[src/rtl/tsc_pkg.sv]
// tsc_pkg: shared widths, default taps and FSM states
// for the TSC key decoder.
package tsc_pkg;

  localparam int LFSR_W  = 20;
  localparam int GROUPS  = 8;
  localparam int GROUP_W = 8;

  localparam logic [LFSR_W-1:0] LFSR_TAPS_DEF = 20'h90000;
  localparam logic [LFSR_W-1:0] SEED_ZERO     = 20'h00001;

  typedef enum logic [1:0] {
    IDLE = 2'd0,
    RUN  = 2'd1,
    DONE = 2'd2
  } state_e;

endpackage

[src/rtl/tsc_decoder_group_vote.sv]
// group_vote: majority/tie of one 8-bit leaked group.
// Popcount >= 5 is a 1, <= 3 is a 0, exactly 4 is a tie.
module group_vote
  import tsc_pkg::*;
(
  input  logic [GROUP_W-1:0] grp,
  output logic               maj,
  output logic               tie
);

  logic [3:0] pc;

  // popcount of the group
  always_comb begin
    pc = '0;
    for (int i = 0; i < GROUP_W; i++) begin
      pc = pc + 4'(grp[i]);
    end
  end

  assign maj = (pc >= 4'd5);
  assign tie = (pc == 4'd4);

endmodule

[src/rtl/tsc_decoder.sv]
// tsc_decoder: accumulates per-group votes over NUM_SAMPLES
// leaked samples, descrambled by a 20-bit Fibonacci LFSR.
module tsc_decoder
  import tsc_pkg::*;
#(
  parameter int unsigned       NUM_SAMPLES    = 16,
  parameter logic [LFSR_W-1:0] LFSR_POLY_TAPS = LFSR_TAPS_DEF
) (
  input  logic         clk,
  input  logic         rst,
  input  logic         start,
  input  logic [127:0] data,
  input  logic         sample_valid,
  output logic         sample_ready,
  input  logic [63:0]  load,
  output logic [7:0]   key_out,
  output logic [7:0]   key_tie,
  output logic [7:0]   erasures,
  output logic         done
);

  localparam int ACC_W = $clog2(NUM_SAMPLES) + 2;
  localparam logic [7:0] LAST = 8'(NUM_SAMPLES - 1);
  localparam logic signed [ACC_W-1:0] ACC_ONE = ACC_W'(1);

  state_e state_q, state_d;
  logic [LFSR_W-1:0] lfsr_q, lfsr_d, seed;
  logic [7:0] cnt_q, cnt_d;
  logic [7:0] ers_q, ers_d;
  logic [7:0] key_q, key_d;
  logic [7:0] tie_q, tie_d;
  logic       done_q, done_d;
  logic signed [ACC_W-1:0] acc_q [GROUPS];
  logic signed [ACC_W-1:0] acc_d [GROUPS];

  logic [GROUPS-1:0] maj, tie;
  logic [3:0] n_tie;
  logic [8:0] ers_sum;
  logic       unused_data;

  assign unused_data = ^data[127:LFSR_W];
  assign seed = (data[LFSR_W-1:0] == '0) ? SEED_ZERO
              : data[LFSR_W-1:0];

  for (genvar g = 0; g < GROUPS; g++) begin : g_vote
    group_vote u_vote (
      .grp (load[g*GROUP_W +: GROUP_W]),
      .maj (maj[g]),
      .tie (tie[g])
    );
  end

  // next-state: start wins, then sample accept, then DONE exit
  always_comb begin
    state_d = state_q;
    lfsr_d  = lfsr_q;
    cnt_d   = cnt_q;
    acc_d   = acc_q;
    ers_d   = ers_q;
    key_d   = key_q;
    tie_d   = tie_q;
    done_d  = 1'b0;
    n_tie   = '0;
    for (int g = 0; g < GROUPS; g++) begin
      n_tie = n_tie + 4'(tie[g]);
    end
    ers_sum = {1'b0, ers_q} + 9'(n_tie);
    priority case (1'b1)
      start: begin
        state_d = RUN;
        lfsr_d  = seed;
        cnt_d   = '0;
        ers_d   = '0;
        for (int g = 0; g < GROUPS; g++) begin
          acc_d[g] = '0;
        end
      end
      (state_q == RUN) && sample_valid: begin
        for (int g = 0; g < GROUPS; g++) begin
          if (!tie[g]) begin
            if (maj[g] ^ lfsr_q[g]) begin
              acc_d[g] = acc_q[g] + ACC_ONE;
            end else begin
              acc_d[g] = acc_q[g] - ACC_ONE;
            end
          end
        end
        ers_d  = ers_sum[8] ? 8'hFF : ers_sum[7:0];
        lfsr_d = {lfsr_q[LFSR_W-2:0],
                  ^(lfsr_q & LFSR_POLY_TAPS)};
        cnt_d  = cnt_q + 8'd1;
        if (cnt_q == LAST) begin
          for (int g = 0; g < GROUPS; g++) begin
            key_d[g] = ~acc_d[g][ACC_W-1] & (|acc_d[g]);
            tie_d[g] = ~(|acc_d[g]);
          end
          done_d  = 1'b1;
          state_d = DONE;
        end
      end
      (state_q == DONE): state_d = IDLE;
      default: ;
    endcase
  end

  // state and output registers
  always_ff @(posedge clk or negedge rst) begin
    if (!rst) begin
      state_q <= IDLE;
      lfsr_q  <= SEED_ZERO;
      cnt_q   <= '0;
      ers_q   <= '0;
      key_q   <= '0;
      tie_q   <= '0;
      done_q  <= 1'b0;
      for (int g = 0; g < GROUPS; g++) begin
        acc_q[g] <= '0;
      end
    end else begin
      state_q <= state_d;
      lfsr_q  <= lfsr_d;
      cnt_q   <= cnt_d;
      ers_q   <= ers_d;
      key_q   <= key_d;
      tie_q   <= tie_d;
      done_q  <= done_d;
      acc_q   <= acc_d;
    end
  end

  assign sample_ready = (state_q == RUN);
  assign key_out      = key_q;
  assign key_tie      = tie_q;
  assign erasures     = ers_q;
  assign done         = done_q;

endmodule

[config.mk]
export PLATFORM = sky130hd
export DESIGN_NAME = tsc_decoder
export DESIGN_NICKNAME = d
export VERILOG_FILES = /design/src/rtl/tsc_pkg.sv /design/src/rtl/tsc_decoder_group_vote.sv /design/src/rtl/tsc_decoder.sv
export SDC_FILE = /design/constraint.sdc
export NUM_CORES = 1
export LEC_CHECK = 0
export CORE_UTILIZATION = 53
export CTS_CLUSTER_SIZE = 30
export DETAILED_ROUTE_END_ITERATION = 8
export PLACE_DENSITY = 0.93
export SLEW_MARGIN = 20
export SYNTH_ARGS = -nofsm -noshare
export SYNTH_HDL_FRONTEND = slang
export SYNTH_HIERARCHICAL = 1
export SYNTH_SLANG_ARGS = --single-unit
[constraint.sdc]
create_clock -name clk -period 10 [get_ports clk]
set_clock_uncertainty 0.05 [all_clocks]
set_input_delay 2 -clock clk [delete_from_list [all_inputs] [get_ports clk]]
set_output_delay 2 -clock clk [all_outputs]
set_load 0.02 [all_outputs]
==> flow_metrics.py, run 1 <==
metrics = {
    "outcome": {
        "status": "completed",
    },
    "power_and_ir_drop": {
        "power_per_cell_area_mw_per_mm2": 243,
        "vdd_drop_max_v": 0.000134,
        "p_leak_nw": 4.49,
    },
    "cts": {
        "cts_buffer_depth": 2,
        "cts_max_level": 3,
        "cts-resized-gates": 0,
        "tritoncts": "yes",
        "cts_hold_buf": 0,
        "clkLatencyLatePin_ns": 0.36,
        "cts_root_buf": "clkbuf_16",
        "cts_buffers": 9,
        "clock-sinks": 103,
        "cts.clk_slew.worst_paths_ns": 0.07,
        "postCtsSetupBuffers": 0,
    },
    "floorplan": {
        "fp-row-count": 44,
        "fp.dieH_um": 124,
        "die_w_um": 124,
        "start_util_pct": 54.5,
        "dieArea_mm2": 0.0154,
        "core_region_area_mm2": 0.0145,
        "io_pins": 222,
    },
    "hold_path": {
        "hp-start": "key_tie[7]$_DFFE_PN0P_",
        "hold_class": "reg -> reg",
        "min_to": "key_tie[7]$_DFFE_PN0P_",
        "worstHoldPathCells": 2,
    },
    "grt": {
        "grt_max_degree": 90,
        "grt_pass1_wl_mm": 29.5,
        "use_met1_pct": 29.4,
        "globalRouteOverflowTotal": 0,
        "use_met3_pct": 5.24,
        "grt_usage_pct": 23.4,
        "grt_pass1_vias": 6460,
        "use_met2_pct": 40.7,
        "antenna_found_initial": 0,
        "grt-busiest-layer": "met2",
    },
    "critical_path": {
        "cp-end-kind": "flip-flop",
        "cp_data_required_time_ns": 10.21,
        "cp.arrival_ns": 8.11,
        "r2r-start": "erasures[0]$_DFFE_PN0N_",
        "cp_common_cell": "fa_1",
        "r2r_cells": 13,
        "r2r_slack_ns": 6.15,
        "r2r_end": "erasures[2]$_DFFE_PN0N_",
        "worst-path-stages": 24,
        "crit_slowest_cell": "fa_1",
        "cp-start-kind": "input pin",
        "cp_top_family": "adder cells",
        "crit_buf_inv": 7,
        "slowest_delay_ns": 0.53,
        "crit_type": "in -> reg",
        "cp_cell_sequence": "clkdlybuf4s50_1 > inv_1 > fa_1 > inv_1 > fa_1 > ha_1 > inv_1 > fa_1 > xor2_1 > a2111oi_2 > buf_4 > fa_1 > inv_1 > fa_1 > fa_1 > fa_1 > inv_1 > fa_1 > a21oi_1 > o21ai_0 > nand2_1 > nor2_1 > nor2_1 > a211oi_1",
        "path_max_fanout": 10,
    },
    "routing": {
        "drtIter0Drc": 406,
        "drc": 0,
        "wl_per_cell_um": 15.0,
        "ant_nets": 0,
        "wirelength_mm": 16.9,
        "dr_total_vias": 6338,
        "drtPass1Iterations": 4,
        "viasPerCell": 5.61,
    },
    "cells_and_area": {
        "layout-drive-gt1-share_pct": 4.33,
        "fin_nets": 1245,
        "finalNonFillerCells": 1130,
        "area_growth_pct": 20.2,
        "nFillCells": 1161,
        "n_antenna_cell": 0,
        "seqCellArea_mm2": 0.00258,
        "multi_input_area_mm2": 0.00489,
    },
    "yosys": {
        "synth_ff_type": "dfrtp_1",
        "ys_types": 53,
        "synth_area_per_cell_um2": 9.49,
        "async_flop_share_pct": 100,
        "ys_warn_count": 6,
        "synth_nets": 1139,
        "ys_seq_elements": 103,
        "synth_edf_count": 0,
        "netlist_instances": 835,
        "syn-cell-area_mm2": 0.00792,
        "synth.yosys.seq_area_share_pct": 32.6,
    },
    "place": {
        "portBuffers": 113,
        "dpl.cell_count": 1114,
        "post-dp-hpwl_mm": 12.8,
        "globalplace.congestion": 0.921,
    },
    "timing": {
        "maxSlewViolCount": 0,
        "setup_tns_ns": 0,
        "worst_slew_pin_slew_ns": 0.881,
        "setup_viol": 0,
        "max_slew_margin_pct": 41.3,
        "rsz0062_at_grt": "no",
        "finalCriticalPeriod_ns": 7.91,
        "final.period_utilization_pct": 79.1,
        "holdWs_ns": 0.428,
        "hold_viol_final": 0,
        "timing.fmax_mhz": 126,
    },
    "run": {
        "drv_cap": 0,
    },
}
-- routing by layer --
layer  vias up  wire length [µm]
met2       160              8690
met1      3076              7160
met5         -                 0
met3        20               850
met4         0               242
li1       3082                 -
-- metrics by stage --
step,setup slack [ns],area (µm²),total power [mW],util [%]
final,2.09,9520,2.31,65.5
after global routing,1.76,9520,2.51,65.5
after CTS,2.05,9520,2.32,65.5
after detailed placement,1.65,9220,1.94,63.4
after global placement,1.74,9220,1.87,63.4
after floorplan,2.50,7920,1.64,-
-- worst min-delay path, delay by kind of cell, from the launching register on --
kind	cells	cell delay, ns
DFF	1	0.34
and+or+nand+nor	1	0.05
AOI/OAI and AO/OA	1	0.06
-- registers in the layout (all words and copies together) (netlist names) --
name and flops:
lfsr_q 20, key_tie 8, cnt_q 8, state_q 2, erasures 8, done 1
acc_q 48, key_out 8
-- worst max path at each step --
stage          startpoint                       to  slack, ns
3_3_place_gp      load[0]  erasures[1]$_DFFE_PN0N_       1.74
3_5_place_dp      load[0]  erasures[2]$_DFFE_PN0N_       1.65
2_1_floorplan    load[16]  erasures[0]$_DFFE_PN0N_       2.50
5_1_grt           load[0]  erasures[0]$_DFFE_PN0N_       1.76
4_1_cts           load[0]  erasures[2]$_DFFE_PN0N_       2.05
6_report          load[0]  erasures[2]$_DFFE_PN0N_       2.09
-- Yosys cell counts (all sizes together) (2+ instances only) --
cell / n / area, µm²
xor2: 26 / 228
nand4: 9 / 56.3
and3b: 2 / 21.3
nor2: 56 / 213
nor4: 8 / 50.1
and3: 2 / 17.5
nand3b: 3 / 35.0
fa: 45 / 901
buf: 3 / 15.0
nor3: 6 / 30.0
mux2i: 20 / 200
ha: 63 / 788
nor2b: 12 / 75.1
and2: 4 / 25.0
a31oi: 8 / 50.1
o2bb2ai: 8 / 70.1
nand2: 74 / 278
a211oi: 10 / 75.1
and4: 5 / 43.8
o21ai: 61 / 305
clkbuf: 20 / 76.3
or3: 12 / 75.1
nand3: 15 / 75.1
dfrtp: 102 / 2550
a2111oi: 8 / 120
or4: 6 / 45.0
a31o: 3 / 26.3
o31ai: 14 / 115
a21oi: 43 / 215
xnor2: 51 / 447
a21o: 29 / 218
inv: 94 / 353
-- layout make-up --
class	count	share of cell area, %
multi-input combinational	614	51.4
sequential	103	27.1
timing repair buffer	118	12.2
inverter	95	3.75
clock buffer	12	2.59
tap	184	2.42
clock inverter	4	0.565
-- cell usage in the layout, fill, tap and decap left out, drive strengths merged, types with 5 or more instances in the layout --
master,instances
mux2i,20
or3,12
fa,45
a211oi,10
inv,95
o2bb2ai,8
or4,6
a31oi,8
ha,63
o31ai,14
a2111oi,8
nand4,9
dfrtp,102
and4,5
nor2,56
nand3,15
buf,7
nor3,6
a21oi,43
a21o,29
clkdlybuf4s50,111
xor2,26
o21ai,61
clkbuf,12
nor4,8
nor2b,12
nand2,74
xnor2,51
-- cell families (layout without fill, tap and decap cells) --
family / count (synthesis) / in the layout / share of synthesized area (%)
AOI/OAI and AO/OA: 190 / 190 / 15.7
xor gates and xnor gates: 77 / 77 / 8.51
adders and majority gates: 108 / 108 / 21.3
buffers and inverters: 118 / 229 / 5.65
DFF: 103 / 103 / 32.6
muxes: 21 / 21 / 2.67
and+or+nand+nor: 218 / 218 / 13.6
-- power breakdown --
group          switching, mW  internal (mW)
sequential            0.0850          0.497
clock                  0.159          0.202
combinational          0.746          0.620
Power figures use the tool's default switching activity.
==> inputs of run 2 (changes only) <==
--- a/config.mk
+++ b/config.mk
@@ -5,10 +5,10 @@
 export SDC_FILE = /design/constraint.sdc
 export NUM_CORES = 1
 export LEC_CHECK = 0
-export CORE_UTILIZATION = 53
+export CORE_UTILIZATION = 49
 export CTS_CLUSTER_SIZE = 30
 export DETAILED_ROUTE_END_ITERATION = 8
-export PLACE_DENSITY = 0.93
+export PLACE_DENSITY = 0.88
 export SLEW_MARGIN = 20
 export SYNTH_ARGS = -nofsm -noshare
 export SYNTH_HDL_FRONTEND = slang
==> constraint.sdc (replaced) <==
create_clock -name clk -period 8.1 [get_ports clk]
set_clock_uncertainty 0.05 [all_clocks]
set_input_delay 1.62 -clock clk [delete_from_list [all_inputs] [get_ports clk]]
set_output_delay 1.62 -clock clk [all_outputs]
set_load 0.02 [all_outputs]
==> flow_metrics.py, run 2 (same netlist as run 1, synthesis figures left out) <==
metrics = {
    "outcome": {
        "status": "completed",
    },
    "routing": {
        "drtPass1Iterations": 4,
        "viasPerCell": 5.43,
        "wirelength_mm": 17.2,
        "drtIter0Drc": 384,
        "dr_total_vias": 6330,
        "wl_per_cell_um": 14.7,
        "ant_nets": 0,
        "drc": 0,
    },
    "grt": {
        "use_met1_pct": 26.8,
        "use_met3_pct": 3.39,
        "grt_pass1_vias": 6521,
        "grt_pass1_wl_mm": 29.4,
        "grt_max_degree": 79,
        "antenna_found_initial": 0,
        "globalRouteOverflowTotal": 0,
        "grt_usage_pct": 21.8,
        "use_met2_pct": 38.9,
        "grt-busiest-layer": "met2",
    },
    "cells_and_area": {
        "regMostFlops": "acc_q",
        "final_cell_mix": "clkdlybuf4s50_1, dfrtp_1, inv_1",
        "layout-drive-gt1-share_pct": 4.95,
        "final_area_mm2": 0.00958,
        "area_growth_pct": 21.0,
        "nFillCells": 1301,
        "reg_top3": "acc_q (48), lfsr_q (20)",
        "largest_reg_flops": 48,
        "seqCellArea_mm2": 0.00258,
        "n_antenna_cell": 0,
        "layout_commonest_cell": "clkdlybuf4s50_1",
        "fin_nets": 1249,
        "multi_input_area_mm2": 0.00489,
    },
    "critical_path": {
        "crit_type": "in -> reg",
        "cp_cell_sequence": "clkdlybuf4s50_1 > inv_1 > fa_1 > inv_1 > fa_1 > ha_1 > inv_1 > fa_1 > xor2_1 > a2111oi_2 > buf_4 > fa_1 > inv_1 > fa_1 > fa_1 > fa_1 > inv_1 > fa_1 > a21oi_1 > o21ai_0 > nand2_1 > nor2_1 > nor2_1 > a211oi_1",
        "cp.arrival_ns": 7.85,
        "cp-start-kind": "input pin",
        "cp_common_cell": "fa_1",
        "cp-end-kind": "flip-flop",
        "slowest_delay_ns": 0.54,
        "cp_data_required_time_ns": 8.29,
        "path_max_fanout": 10,
        "crit_slowest_cell": "fa_1",
    },
    "cts": {
        "clkLatencyLatePin_ns": 0.35,
        "cts_buffers": 9,
        "cts.clk_slew.worst_paths_ns": 0.07,
        "clock-sinks": 103,
        "cts_max_level": 3,
        "cts_hold_buf": 0,
        "postCtsSetupBuffers": 0,
        "cts_root_buf": "clkbuf_16",
        "cts-resized-gates": 0,
        "cts_buffer_depth": 2,
        "tritoncts": "yes",
    },
    "timing": {
        "timing.fmax_mhz": 131,
        "hold_viol_final": 0,
        "fin_ws_ns": 0.439,
        "finalCriticalPeriod_ns": 7.66,
        "setup_tns_ns": 0,
        "holdWs_ns": 0.426,
        "max_slew_margin_pct": 33.9,
        "final.period_utilization_pct": 94.6,
        "maxSlewViolCount": 0,
        "worst_slew_pin_slew_ns": 0.991,
        "rsz0062_at_grt": "no",
        "setup_viol": 0,
    },
    "run": {
        "drv_cap": 0,
    },
    "place": {
        "pre_cts_ws_ns": 0.107,
        "portBuffers": 113,
        "detailed_place.area_mm2": 0.00929,
        "post-dp-hpwl_mm": 12.9,
        "globalplace.congestion": 0.906,
    },
    "floorplan": {
        "start_util_pct": 50.0,
        "fp-row-count": 46,
        "io_pins": 222,
        "core_region_area_mm2": 0.0158,
        "dieArea_mm2": 0.0167,
        "fp.dieH_um": 129,
        "die_w_um": 129,
    },
    "hold_path": {
        "hold_class": "reg -> reg",
    },
    "power_and_ir_drop": {
        "power_per_cell_area_mw_per_mm2": 299,
        "p_leak_nw": 4.51,
        "vdd_drop_max_v": 0.000163,
    },
}
run 2: routing by layer:
| layer | share of wire (%) | vias up |
|---|---|---|
| met5 | 0 | - |
| met4 | 2.1 | 0 |
| met3 | 4.8 | 34 |
| met2 | 50 | 163 |
| met1 | 43 | 3040 |
| li1 | - | 3093 |
run 2: critical path: cells and delay by family:
family,cells,cell delay (ns)
AO/OA/AOI/OAI,4,1.10
XOR/XNOR,1,0.17
AND/OR/NAND/NOR,3,0.39
buffers and inverters,7,1.03
adder cells (fa/ha/maj),9,3.56
run 2: cell type report:
class | instances | area share (%)
Clock buffer | 10 | 2.49
Timing Repair Buffer | 122 | 12.4
Sequential cell | 103 | 26.9
Tap cell | 216 | 2.82
Multi-Input combinational cell | 614 | 51.1
Clock inverter | 6 | 0.535
Inverter | 95 | 3.72
run 2: worst paths after layout:
check / from / endpoint / slack, ns / cells after the start
min reg2reg: key_out[7]$_DFFE_PN0P_ / key_out[7]$_DFFE_PN0P_ / 0.43 / 2
min: key_out[7]$_DFFE_PN0P_ / key_out[7]$_DFFE_PN0P_ / 0.43 / 2
max reg2reg: erasures[0]$_DFFE_PN0N_ / erasures[0]$_DFFE_PN0N_ / 4.06 / 13
max: load[0] / erasures[0]$_DFFE_PN0N_ / 0.44 / 24
min in group asynchronous: rst / key_tie[2]$_DFFE_PN0P_ / 1.13 / 1
max in group asynchronous: rst / acc_q[38]$_DFFE_PN0N_ / 5.58 / 2
run 2: metrics by stage:
stage / std cells / power (mW) / utilization [%]
after detailed placement: 1150 / 2.41 / 58.7
after global routing: 1166 / 3.11 / 60.5
after floorplan: 835 / 2.02 / -
after global placement: 1150 / 2.32 / 58.7
final: 1166 / 2.86 / 60.5
after CTS: 1166 / 2.86 / 60.5
run 2: report_power, final:
group	internal (mW)	leakage, nW	switching [mW]
registers	0.614	1.36	0.104
logic	0.779	3.01	0.939
clock network	0.222	0.145	0.202
